## config.mk

```make
export PLATFORM = sky130hd
export DESIGN_NAME = fetch_decode_ctrl
export DESIGN_NICKNAME = d
export VERILOG_FILES = /design/src/rtl/fdc_pkg.sv /design/src/rtl/fdc_decoder.sv /design/src/rtl/fetch_decode_ctrl.sv
export SDC_FILE = /design/constraint.sdc
export NUM_CORES = 1
export LEC_CHECK = 0
export BUFFER_PORTS_ARGS = -buffer_cell sky130_fd_sc_hd__buf_2
export CELL_PAD_IN_SITES_DETAIL_PLACEMENT = 1
export CELL_PAD_IN_SITES_GLOBAL_PLACEMENT = 2
export CORE_UTILIZATION = 31
export DETAILED_ROUTE_END_ITERATION = 8
export PLACE_DENSITY_LB_ADDON = 0.3
export SYNTH_ARGS = -nofsm -noshare
export SYNTH_HDL_FRONTEND = slang
export SYNTH_HIERARCHICAL = 1
export SYNTH_SLANG_ARGS = --single-unit
```

## constraint.sdc

```tcl
create_clock -name CLK -period 2.56 [get_ports CLK]
set_clock_uncertainty 0.2 [all_clocks]
set_input_delay 0.384 -clock CLK [delete_from_list [all_inputs] [get_ports CLK]]
set_output_delay 0.384 -clock CLK [all_outputs]
set_load 0.02 [all_outputs]
```

## src/rtl/fdc_pkg.sv

```systemverilog
// fdc_pkg: shared types for the IF/ID fetch/decode controller.
//   - instruction field positions (op[23:20] rd[19:16] rs1[15:12] rs2[11:8] imm8[7:0])
//   - opcode / ALU-op / FSM enums and the datapath control bundle
package fdc_pkg;

  localparam int INSTR_W = 24;
  localparam int IMM_W   = 8;
  localparam int CNT_W   = 16;

  localparam int OP_LSB  = 20;
  localparam int RD_LSB  = 16;
  localparam int RS1_LSB = 12;
  localparam int RS2_LSB = 8;

  typedef enum logic [3:0] {
    OP_NOP   = 4'h0,
    OP_ADD   = 4'h1,
    OP_SUB   = 4'h2,
    OP_AND   = 4'h3,
    OP_OR    = 4'h4,
    OP_ADDI  = 4'h5,
    OP_LD    = 4'h6,
    OP_ST    = 4'h7,
    OP_CMP   = 4'h8,
    OP_BEQ   = 4'h9,
    OP_BNE   = 4'hA,
    OP_JMP   = 4'hB,
    OP_SETLC = 4'hC,
    OP_LOOP  = 4'hD,
    OP_RSVD  = 4'hE,
    OP_HALT  = 4'hF
  } op_e;

  typedef enum logic [1:0] {
    ALU_ADD = 2'b00,
    ALU_SUB = 2'b01,
    ALU_AND = 2'b10,
    ALU_OR  = 2'b11
  } alu_op_e;

  typedef enum logic {
    S_RUN    = 1'b0,
    S_HALTED = 1'b1
  } state_e;

  typedef struct packed {
    logic    reg_we;
    logic    mem_we;
    logic    mem_re;
    logic    alu_src_imm;
    alu_op_e alu_op;
    logic    illegal;
  } ctrl_t;

endpackage

```

## src/rtl/fdc_decoder.sv

```systemverilog
// fdc_decoder: combinational opcode -> datapath control bundle.
//   op   : opcode held in the ID register
//   ctrl : reg/mem write enables, mem read, immediate operand select,
//          ALU op and reserved-opcode flag (not gated by validity here)
module fdc_decoder
  import fdc_pkg::*;
(
  input  op_e   op,
  output ctrl_t ctrl
);

  always_comb begin
    ctrl = '0;
    unique case (op)
      OP_ADD:  ctrl.reg_we = 1'b1;
      OP_SUB:  begin ctrl.reg_we = 1'b1; ctrl.alu_op = ALU_SUB; end
      OP_AND:  begin ctrl.reg_we = 1'b1; ctrl.alu_op = ALU_AND; end
      OP_OR:   begin ctrl.reg_we = 1'b1; ctrl.alu_op = ALU_OR;  end
      OP_ADDI: begin ctrl.reg_we = 1'b1; ctrl.alu_src_imm = 1'b1; end
      OP_LD:   begin
        ctrl.reg_we      = 1'b1;
        ctrl.mem_re      = 1'b1;
        ctrl.alu_src_imm = 1'b1;
      end
      OP_ST:   begin ctrl.mem_we = 1'b1; ctrl.alu_src_imm = 1'b1; end
      OP_CMP:  ctrl.alu_op  = ALU_SUB;
      OP_RSVD: ctrl.illegal = 1'b1;
      default: ctrl = '0;  // NOP, branches, SETLC, LOOP, HALT
    endcase
  end

endmodule

```

## src/rtl/fetch_decode_ctrl.sv

```systemverilog
// fetch_decode_ctrl: IF/ID stage.
//   CLK/reset           : clock, async active-low reset
//   instr               : instruction at PC (P+1 while P sits in ID)
//   zero_in/flag_we     : Z result and flag write from execute
//   PCSrc/immediate     : PC-relative redirect back to the PC block
//   id_valid, opcode, rd, rs1, rs2, imm_out, controls : decoded ID slot
//   halted/illegal/retired : status
module fetch_decode_ctrl
  import fdc_pkg::*;
#(
  parameter int INSTR_W = fdc_pkg::INSTR_W,
  parameter int IMM_W   = fdc_pkg::IMM_W,
  parameter int CNT_W   = fdc_pkg::CNT_W
) (
  input  logic               CLK,
  input  logic               reset,
  input  logic [INSTR_W-1:0] instr,
  input  logic               zero_in,
  input  logic               flag_we,
  output logic               PCSrc,
  output logic [IMM_W-1:0]   immediate,
  output logic               id_valid,
  output logic [3:0]         opcode,
  output logic [3:0]         rd,
  output logic [3:0]         rs1,
  output logic [3:0]         rs2,
  output logic [IMM_W-1:0]   imm_out,
  output logic               reg_we,
  output logic               mem_we,
  output logic               mem_re,
  output logic               alu_src_imm,
  output logic [1:0]         alu_op,
  output logic               halted,
  output logic               illegal,
  output logic [CNT_W-1:0]   retired
);

  logic [INSTR_W-1:0] id_instr_q, id_instr_d;
  logic               id_valid_q, id_valid_d;
  logic               z_q, z_d;
  logic [IMM_W-1:0]   lc_q, lc_d;
  logic [CNT_W-1:0]   retired_q, retired_d;
  state_e             state_q, state_d;

  op_e              op;
  logic [IMM_W-1:0] imm8;
  logic             z_eff;
  logic             taken;
  ctrl_t            ctrl;

  assign op   = op_e'(id_instr_q[OP_LSB +: 4]);
  assign imm8 = id_instr_q[IMM_W-1:0];

  fdc_decoder u_dec (.op(op), .ctrl(ctrl));

  always_comb begin
    // Bypass lets a CMP one slot ahead (now in EX) steer this branch.
    z_eff = flag_we ? zero_in : z_q;

    taken = 1'b0;
    if (id_valid_q) begin
      unique case (op)
        OP_JMP:  taken = 1'b1;
        OP_BEQ:  taken = z_eff;
        OP_BNE:  taken = !z_eff;
        OP_LOOP: taken = (lc_q > IMM_W'(1));
        default: taken = 1'b0;
      endcase
    end

    state_d    = state_q;
    id_instr_d = instr;
    id_valid_d = 1'b1;
    if (state_q == S_HALTED) begin
      id_instr_d = '0;
      id_valid_d = 1'b0;
    end else if (id_valid_q && op == OP_HALT) begin
      state_d    = S_HALTED;
      id_instr_d = '0;
      id_valid_d = 1'b0;
    end else if (taken) begin
      // P+1 is wrong-path once we redirect: squash it into a bubble.
      id_instr_d = '0;
      id_valid_d = 1'b0;
    end

    z_d = flag_we ? zero_in : z_q;

    lc_d = lc_q;
    if (id_valid_q && op == OP_SETLC) lc_d = imm8;
    else if (id_valid_q && op == OP_LOOP)
      lc_d = (lc_q > IMM_W'(1)) ? lc_q - IMM_W'(1) : '0;

    retired_d = retired_q;
    if (id_valid_q && retired_q != '1) retired_d = retired_q + CNT_W'(1);
  end

  always_ff @(posedge CLK or negedge reset) begin
    if (!reset) begin
      id_instr_q <= '0;
      id_valid_q <= 1'b0;
      z_q        <= 1'b0;
      lc_q       <= '0;
      retired_q  <= '0;
      state_q    <= S_RUN;
    end else begin
      id_instr_q <= id_instr_d;
      id_valid_q <= id_valid_d;
      z_q        <= z_d;
      lc_q       <= lc_d;
      retired_q  <= retired_d;
      state_q    <= state_d;
    end
  end

  // PC block adds immediate to P+1, so pre-subtract one to land on P+imm8.
  assign PCSrc       = taken;
  assign immediate   = taken ? imm8 - IMM_W'(1) : '0;
  assign id_valid    = id_valid_q;
  assign opcode      = id_valid_q ? id_instr_q[OP_LSB  +: 4] : 4'h0;
  assign rd          = id_valid_q ? id_instr_q[RD_LSB  +: 4] : 4'h0;
  assign rs1         = id_valid_q ? id_instr_q[RS1_LSB +: 4] : 4'h0;
  assign rs2         = id_valid_q ? id_instr_q[RS2_LSB +: 4] : 4'h0;
  assign imm_out     = id_valid_q ? imm8 : '0;
  assign reg_we      = id_valid_q & ctrl.reg_we;
  assign mem_we      = id_valid_q & ctrl.mem_we;
  assign mem_re      = id_valid_q & ctrl.mem_re;
  assign alu_src_imm = id_valid_q & ctrl.alu_src_imm;
  assign alu_op      = id_valid_q ? ctrl.alu_op : 2'b00;
  assign illegal     = id_valid_q & ctrl.illegal;
  assign halted      = (state_q == S_HALTED);
  assign retired     = retired_q;

endmodule

```

==> results of run 1 <==
power by group through the flow:
| stage | Clock, mW | Combinational, mW | Sequential [mW] |
|---|---|---|---|
| final | 0.473 | 1.92 | 1.39 |
| after global routing | 0.528 | 2.12 | 1.44 |
| after detailed placement | 0 | 1.76 | 1.40 |
| after floorplan | 0 | 1.21 | 1.39 |
| after CTS | 0.495 | 1.87 | 1.39 |
| after global placement | 0 | 1.73 | 1.39 |
synthesized netlist by cell type (all sizes together) (8+ instances only):
| master | number | area share, % |
|---|---|---|
| nand3 | 11 | 2.0 |
| dfrtp | 51 | 45 |
| a21oi | 13 | 2.3 |
| nand2 | 12 | 1.6 |
| xor2 | 8 | 2.5 |
| and2 | 55 | 12 |
| nor3 | 10 | 1.8 |
| buf | 8 | 2.5 |
| nor2 | 14 | 1.9 |
| o21ai | 10 | 1.8 |
| inv | 10 | 1.3 |
critical path, delay by kind of cell (launching register included):
family          cells  cell delay, ns
simple gates        3            0.49
buf+inv             1            0.16
flops               1            0.45
fa+ha+maj           1            0.19
compound gates      1            0.43
layout make-up:
| type | instances | area [sq um] |
|---|---|---|
| tap | 108 | 135 |
| inverter | 10 | 37.5 |
| clock buffer | 6 | 72.6 |
| timing repair buffer | 104 | 604 |
| fill | 1041 | 5130 |
| sequential | 51 | 1280 |
| clock inverter | 2 | 16.3 |
| multi-input combinational | 210 | 1490 |
how the worst min path moves through the flow:
stage,slack [ns],to
finish,0.08,id_instr_q[11]
detailed placement,0.23,id_instr_q[8]
global placement,0.22,id_instr_q[3]
CTS,0.07,id_instr_q[11]
global route,0.07,id_instr_q[8]
floorplan,-0.11,halted
layer usage:
layer / vias up / global-route usage (%) / wire (um)
met5: - / 0 / 0
met4: 0 / 3.62 / 51
met3: 6 / 4.03 / 431
met2: 62 / 25.4 / 3500
met1: 1171 / 23.5 / 3580
li1: 1178 / - / -
what timing repair did:
action                     CTS  global route
setup buffers                5             2
setup endpoints to repair    9             9
hold endpoints to repair    24             0
resized for setup           12            22
hold buffers                 1             0
pin swaps                    5             9
cloned                       1             0
stage by stage:
step	util [%]	TNS [ns]	cells	instance area, sq um
after floorplan	-	0	284	2820
after global placement	38.4	0	474	3370
after detailed placement	38.4	0	474	3370
after CTS	40.6	0	489	3560
after global routing	41.4	-0.955	491	3630
final	41.4	-0.266	491	3630
kinds of logic after synthesis:
kind of cell | count (synthesis)
compound gates | 41
xor+xnor | 14
fa+ha+maj | 4
buf+inv | 24
flops | 51
mux | 7
simple gates | 143
sequential cells by signal, indices dropped and copies added, names as in the netlist:
name	flops
z_q	1
id_valid	1
halted	1
lc_q	8
retired	16
id_instr_q	24
==> flow_metrics.tcl, run 1 <==
set metrics [dict create \
    syn2layout_area_growth_pct 29.0 \
    hp-start "instr[11]" \
    synthArstFlopShare_pct 100 \
    syn_nets 316 \
    synth_top_family_by_area "simple AND/OR/NAND/NOR gates" \
    period_minus_slack_ns 2.62 \
    coreArea_sq_mm 0.00876 \
    synth_compound_area_share_pct 9.55 \
    h-tree-depth 2 \
    cts_root_buffer "clkbuf_8" \
    overflow 0 \
    grt_pass1_vias 2467 \
    p_int_mw 2.08 \
    comb_power_share_pct 50.8 \
    synthSimpleGateAreaFrac_pct 31.7 \
    cts.sinks 51 \
    crit_fanout 5 \
    diodes 0 \
    synth_area_per_cell_sq_um 9.92 \
    worst_hold_slack_ns 0.0847 \
    pre_cts_ws_ns 0.0728 \
    worstSetupStartpoint "lc_q[0]" \
    synthAdderAreaFrac_pct 1.78 \
    antenna_found_initial 0 \
    core.rowCount 34 \
    vias 2417 \
    power_mw 3.78 \
    wirelength_mm 7.56 \
    cts_tree "built" \
    leakage_nw 1.74 \
    portBuffers 85 \
    postRouteAntennaNets 0 \
    max_freq_ghz 0.382 \
    synth-warning-count 6 \
    worstReg2RegStart "lc_q[0]" \
    finalHoldViolCount 0 \
    dp_hpwl_mm 5.48 \
    drv_cap 0 \
    dieHeight_um 97.3 \
    power_density_mw_per_mm2 1040 \
    outcome "finished, violations left" \
    slew_headroom_pct 59.2 \
    grt_pass1_wl_mm 12.8 \
    holdPathStages 2 \
    p_switching_mw 1.71 \
    fin_crit_sh_pct 102 \
    synth_cell_type_count 52 \
    cts.clk_slew.worst_paths_ns 0.10 \
    seq_area_frac_synth_pct 45.3 \
    cts_buffer_depth 2 \
    viasPerCell 4.92 \
    post_drt_wl_per_cell_um 15.4 \
    synth_edf_count 0 \
    grt_usage_pct 16.5 \
    rsz0062_at_grt "yes" \
    r2r-end "id_instr_q[0]" \
    post-route-drc-count 0 \
    die-area_sq_mm 0.00947 \
    gp_congestion 0.786 \
    synth_mux_area_share_pct 2.67 \
    crit_path_end "immediate[1]" \
    critPathCaptureType "primary output" \
    drt_first_pass_iters 4 \
    crit_required_ns 1.98 \
    synth_ff_type "dfrtp_1" \
    clkLatencyLatePin_ns 0.30 \
    setup-violations-final 7 \
    violations "negative setup slack" \
    reg2reg_depth 10 \
    cpMaxStageDelayCell "dfrtp_2" \
    slew_viol_final 0 \
    critPathKind "register to primary output" \
    postSynthCellCount 284 \
    p_clk_share_pct 12.5 \
    layout_setup_ws_ns -0.0591 \
    nNetsFinal 414 \
    final_common_cell "buf_2" \
    num_io_pins 86 \
    mostFrequentLayoutCells "buf_2, and2_1, dfrtp_1" \
    critPathMaxStageDelay_ns 0.45 \
    cp-start-kind "register" \
    grt_max_degree 38 \
    peakVddDrop_v 0.000340 \
    worstPathArrival_ns 2.04 \
    hp-class "input port to register" \
    power.share.sequential_pct 36.7 \
    die_w_um 97.3 \
    synth_xor_area_share_pct 4.35 \
    drt_iter0_markers 56 \
    drive_gt1_share_pct 37.1 \
    worst_slew_pin_slew_ns 0.612 \
    switching_share_pct 45.1 \
    netlist_area_sq_mm 0.00282 \
    cts_inserted_buffers 5 \
    ys_ff_latch 51 \
    start_util_pct 32.1 \
    reg2reg_slack_ns 0.07 \
    worstPathCellList "ha_2 -> or2_4 -> a311oi_4 -> nor2_4 -> nor2_1 -> buf_4" \
]
(Power assumes the default switching activity.)
==> run 2, diff against run 1 <==
- CORE_UTILIZATION: 31 -> 30
- SYNTH_HIERARCHICAL: 1 -> default
==> flow_metrics.tcl, run 2 <==
set metrics [dict create \
    outcome "finished, violations left" \
    violations "negative setup slack" \
    holdPathStages 2 \
    fillCellCount 1015 \
    cts_root_buffer "clkbuf_8" \
    core.rowCount 34 \
    dieHeight_um 96.8 \
    synth_ff_type "dfrtp_1" \
    worstPathArrival_ns 1.99 \
    syn_nets 303 \
    setup-violations-final 2 \
    drive_gt1_share_pct 36.0 \
    yosysMostFrequentCell "dfrtp_1" \
    mostFrequentLayoutCells "buf_2, dfrtp_1, and3_1" \
    rsz0062_at_grt "yes" \
    grt_max_degree 28 \
    power_density_mw_per_mm2 1090 \
    worst_slew_pin_slew_ns 0.582 \
    antenna_found_initial 0 \
    cts_buffer_depth 2 \
    reg2reg_depth 8 \
    critPathKind "register to primary output" \
    max_freq_ghz 0.389 \
    slew_headroom_pct 60.1 \
    finalHoldViolCount 0 \
    cts_tree "built" \
    grt_pass1_vias 2405 \
    synthTopCellsByArea "dfrtp_1, and3_1, and2_1" \
    largest_register "id_instr_q" \
    final.setup.tns_ns -0.0129 \
    netlist.area_leader.share_pct 47.4 \
    fin_crit_sh_pct 100 \
    slew_viol_final 0 \
    cts_inserted_buffers 5 \
    grt_pass1_wl_mm 12.7 \
    start_util_pct 30.9 \
    overflow 0 \
    diodes 0 \
    layout_setup_ws_ns -0.0109 \
    die-area_sq_mm 0.00937 \
    leakage_nw 1.79 \
    gp_congestion 0.785 \
    post-route-drc-count 0 \
    yosys-top-cells-count "dfrtp_1, and3_1, and2_1" \
    final_common_cell "buf_2" \
    cts.sinks 51 \
    worst_hold_slack_ns 0.108 \
    busiest_layer "met2" \
    drt_iter0_markers 91 \
    wirelength_mm 7.70 \
    netlist_area_sq_mm 0.00270 \
    cp-start-kind "register" \
    hp-class "input port to register" \
    clkLatencyLatePin_ns 0.30 \
    h-tree-depth 2 \
    largest_reg_flops 24 \
    drv_cap 0 \
    seq_area_frac_synth_pct 47.4 \
    crit_required_ns 1.98 \
    crit_fanout 6 \
    power.share.sequential_pct 33.7 \
    switching_share_pct 43.3 \
    grt_usage_pct 17.0 \
    postRouteAntennaNets 0 \
    drt_first_pass_iters 4 \
    use_met2_pct 26.4 \
    num_io_pins 86 \
    p_switching_mw 1.66 \
    peakVddDrop_v 0.000368 \
    ys_ff_latch 51 \
    grtUsageMet1_pct 23.9 \
    p_int_mw 2.18 \
    coreArea_sq_mm 0.00872 \
    synth_area_per_cell_sq_um 9.94 \
    grtUsageMet3_pct 3.76 \
    syn2layout_area_growth_pct 30.7 \
    postSynthCellCount 271 \
    portBuffers 85 \
    synth_top_cell_by_area "dfrtp_1" \
    vias 2424 \
    viasPerCell 5.05 \
    critPathCaptureType "primary output" \
    synth-warning-count 0 \
    post_drt_wl_per_cell_um 16.0 \
    synth_cell_type_count 47 \
    nNetsFinal 403 \
    final_util_pct 40.4 \
    die_w_um 96.8 \
    synth_edf_count 0 \
    dp_hpwl_mm 5.26 \
    comb_power_share_pct 51.1 \
    synthArstFlopShare_pct 100 \
    period_minus_slack_ns 2.57 \
    p_clk_share_pct 15.3 \
    cts.clk_slew.worst_paths_ns 0.10 \
]
run 2: cell types whose count changed after synthesis, sizes merged, moves of 5 or more:
cell / change
a21oi: -6
and2: -30
and3: +25
clkbuf: +5
xnor2: +5
run 2: path summary, 6_finish.rpt:
path,startpoint,to,slack [ns]
setup / recovery,lc_q[5],PCSrc,-0.01
hold / removal,instr[9],id_instr_q[9],0.11
setup reg to reg,z_q,id_instr_q[2],0.18
hold reg to reg,retired[9],retired[9],0.32
max in group asynchronous,reset,retired[7],1.16
min in group asynchronous,reset,lc_q[2],0.37
run 2: power groups by stage:
stage,clock network [mW],logic [mW],registers [mW]
6_report,0.586,1.96,1.29
5_1_grt,0.632,2.15,1.34
4_1_cts,0.605,1.92,1.30
3_5_place_dp,0,1.81,1.33
3_3_place_gp,0,1.79,1.32
2_1_floorplan,0,1.19,1.35
run 2: metrics by stage:
stage | cell area [sq um] | std cells | power, mW | setup slack [ns]
final | 3520 | 480 | 3.84 | -0.0109
after global routing | 3520 | 480 | 4.12 | -0.0856
after CTS | 3450 | 476 | 3.82 | 0.00917
after detailed placement | 3250 | 458 | 3.14 | 0.157
after global placement | 3250 | 458 | 3.10 | 0.220
after floorplan | 2700 | 271 | 2.53 | 0.274
run 2: cells by family (layout without fill, tap and decap cells):
kind of cell,count (synthesis),count (layout),share of synthesized area [%]
flops,51,51,47.4
mux,5,5,2.04
compound gates,34,36,9.42
xor+xnor,17,17,5.52
buf+inv,28,127,4.83
fa+ha+maj,4,4,1.86
simple gates,132,132,29.0
run 2: worst max-delay path, cell delays in order, from the launching register on:
cell      delay, ns
dfrtp_2        0.45
or3_4          0.36
o311ai_4       0.38
o31a_2         0.27
inv_1          0.08
buf_6          0.13
run 2: what timing repair did:
item / in CTS / in global routing
gates cloned: 2 / 0
endpoints found under the setup margin: 9 / 9
pin swaps: 1 / 4
gates resized for setup: 0 / 14
buffers inserted: 7 / 4
hold buffers: 1 / 0
endpoints found under the hold margin: 20 / 0
run 2: layer usage:
metal | vias to the layer above | share of wire (%)
met1 | 1192 | 48
met5 | - | 0
met3 | 9 | 4.6
met2 | 65 | 46
li1 | 1158 | -
met4 | 0 | 1.4
run 2: area by class of cell:
type | instances | area (sq um) | area share [%]
flip-flops and latches | 51 | 1280 | 36.3
clock buffers | 6 | 82.6 | 2.34
repair buffers | 107 | 621 | 17.6
clock inverters | 2 | 35.0 | 0.995
multi-input cells | 194 | 1330 | 37.7
inverters | 12 | 45.0 | 1.28
well taps | 108 | 135 | 3.84
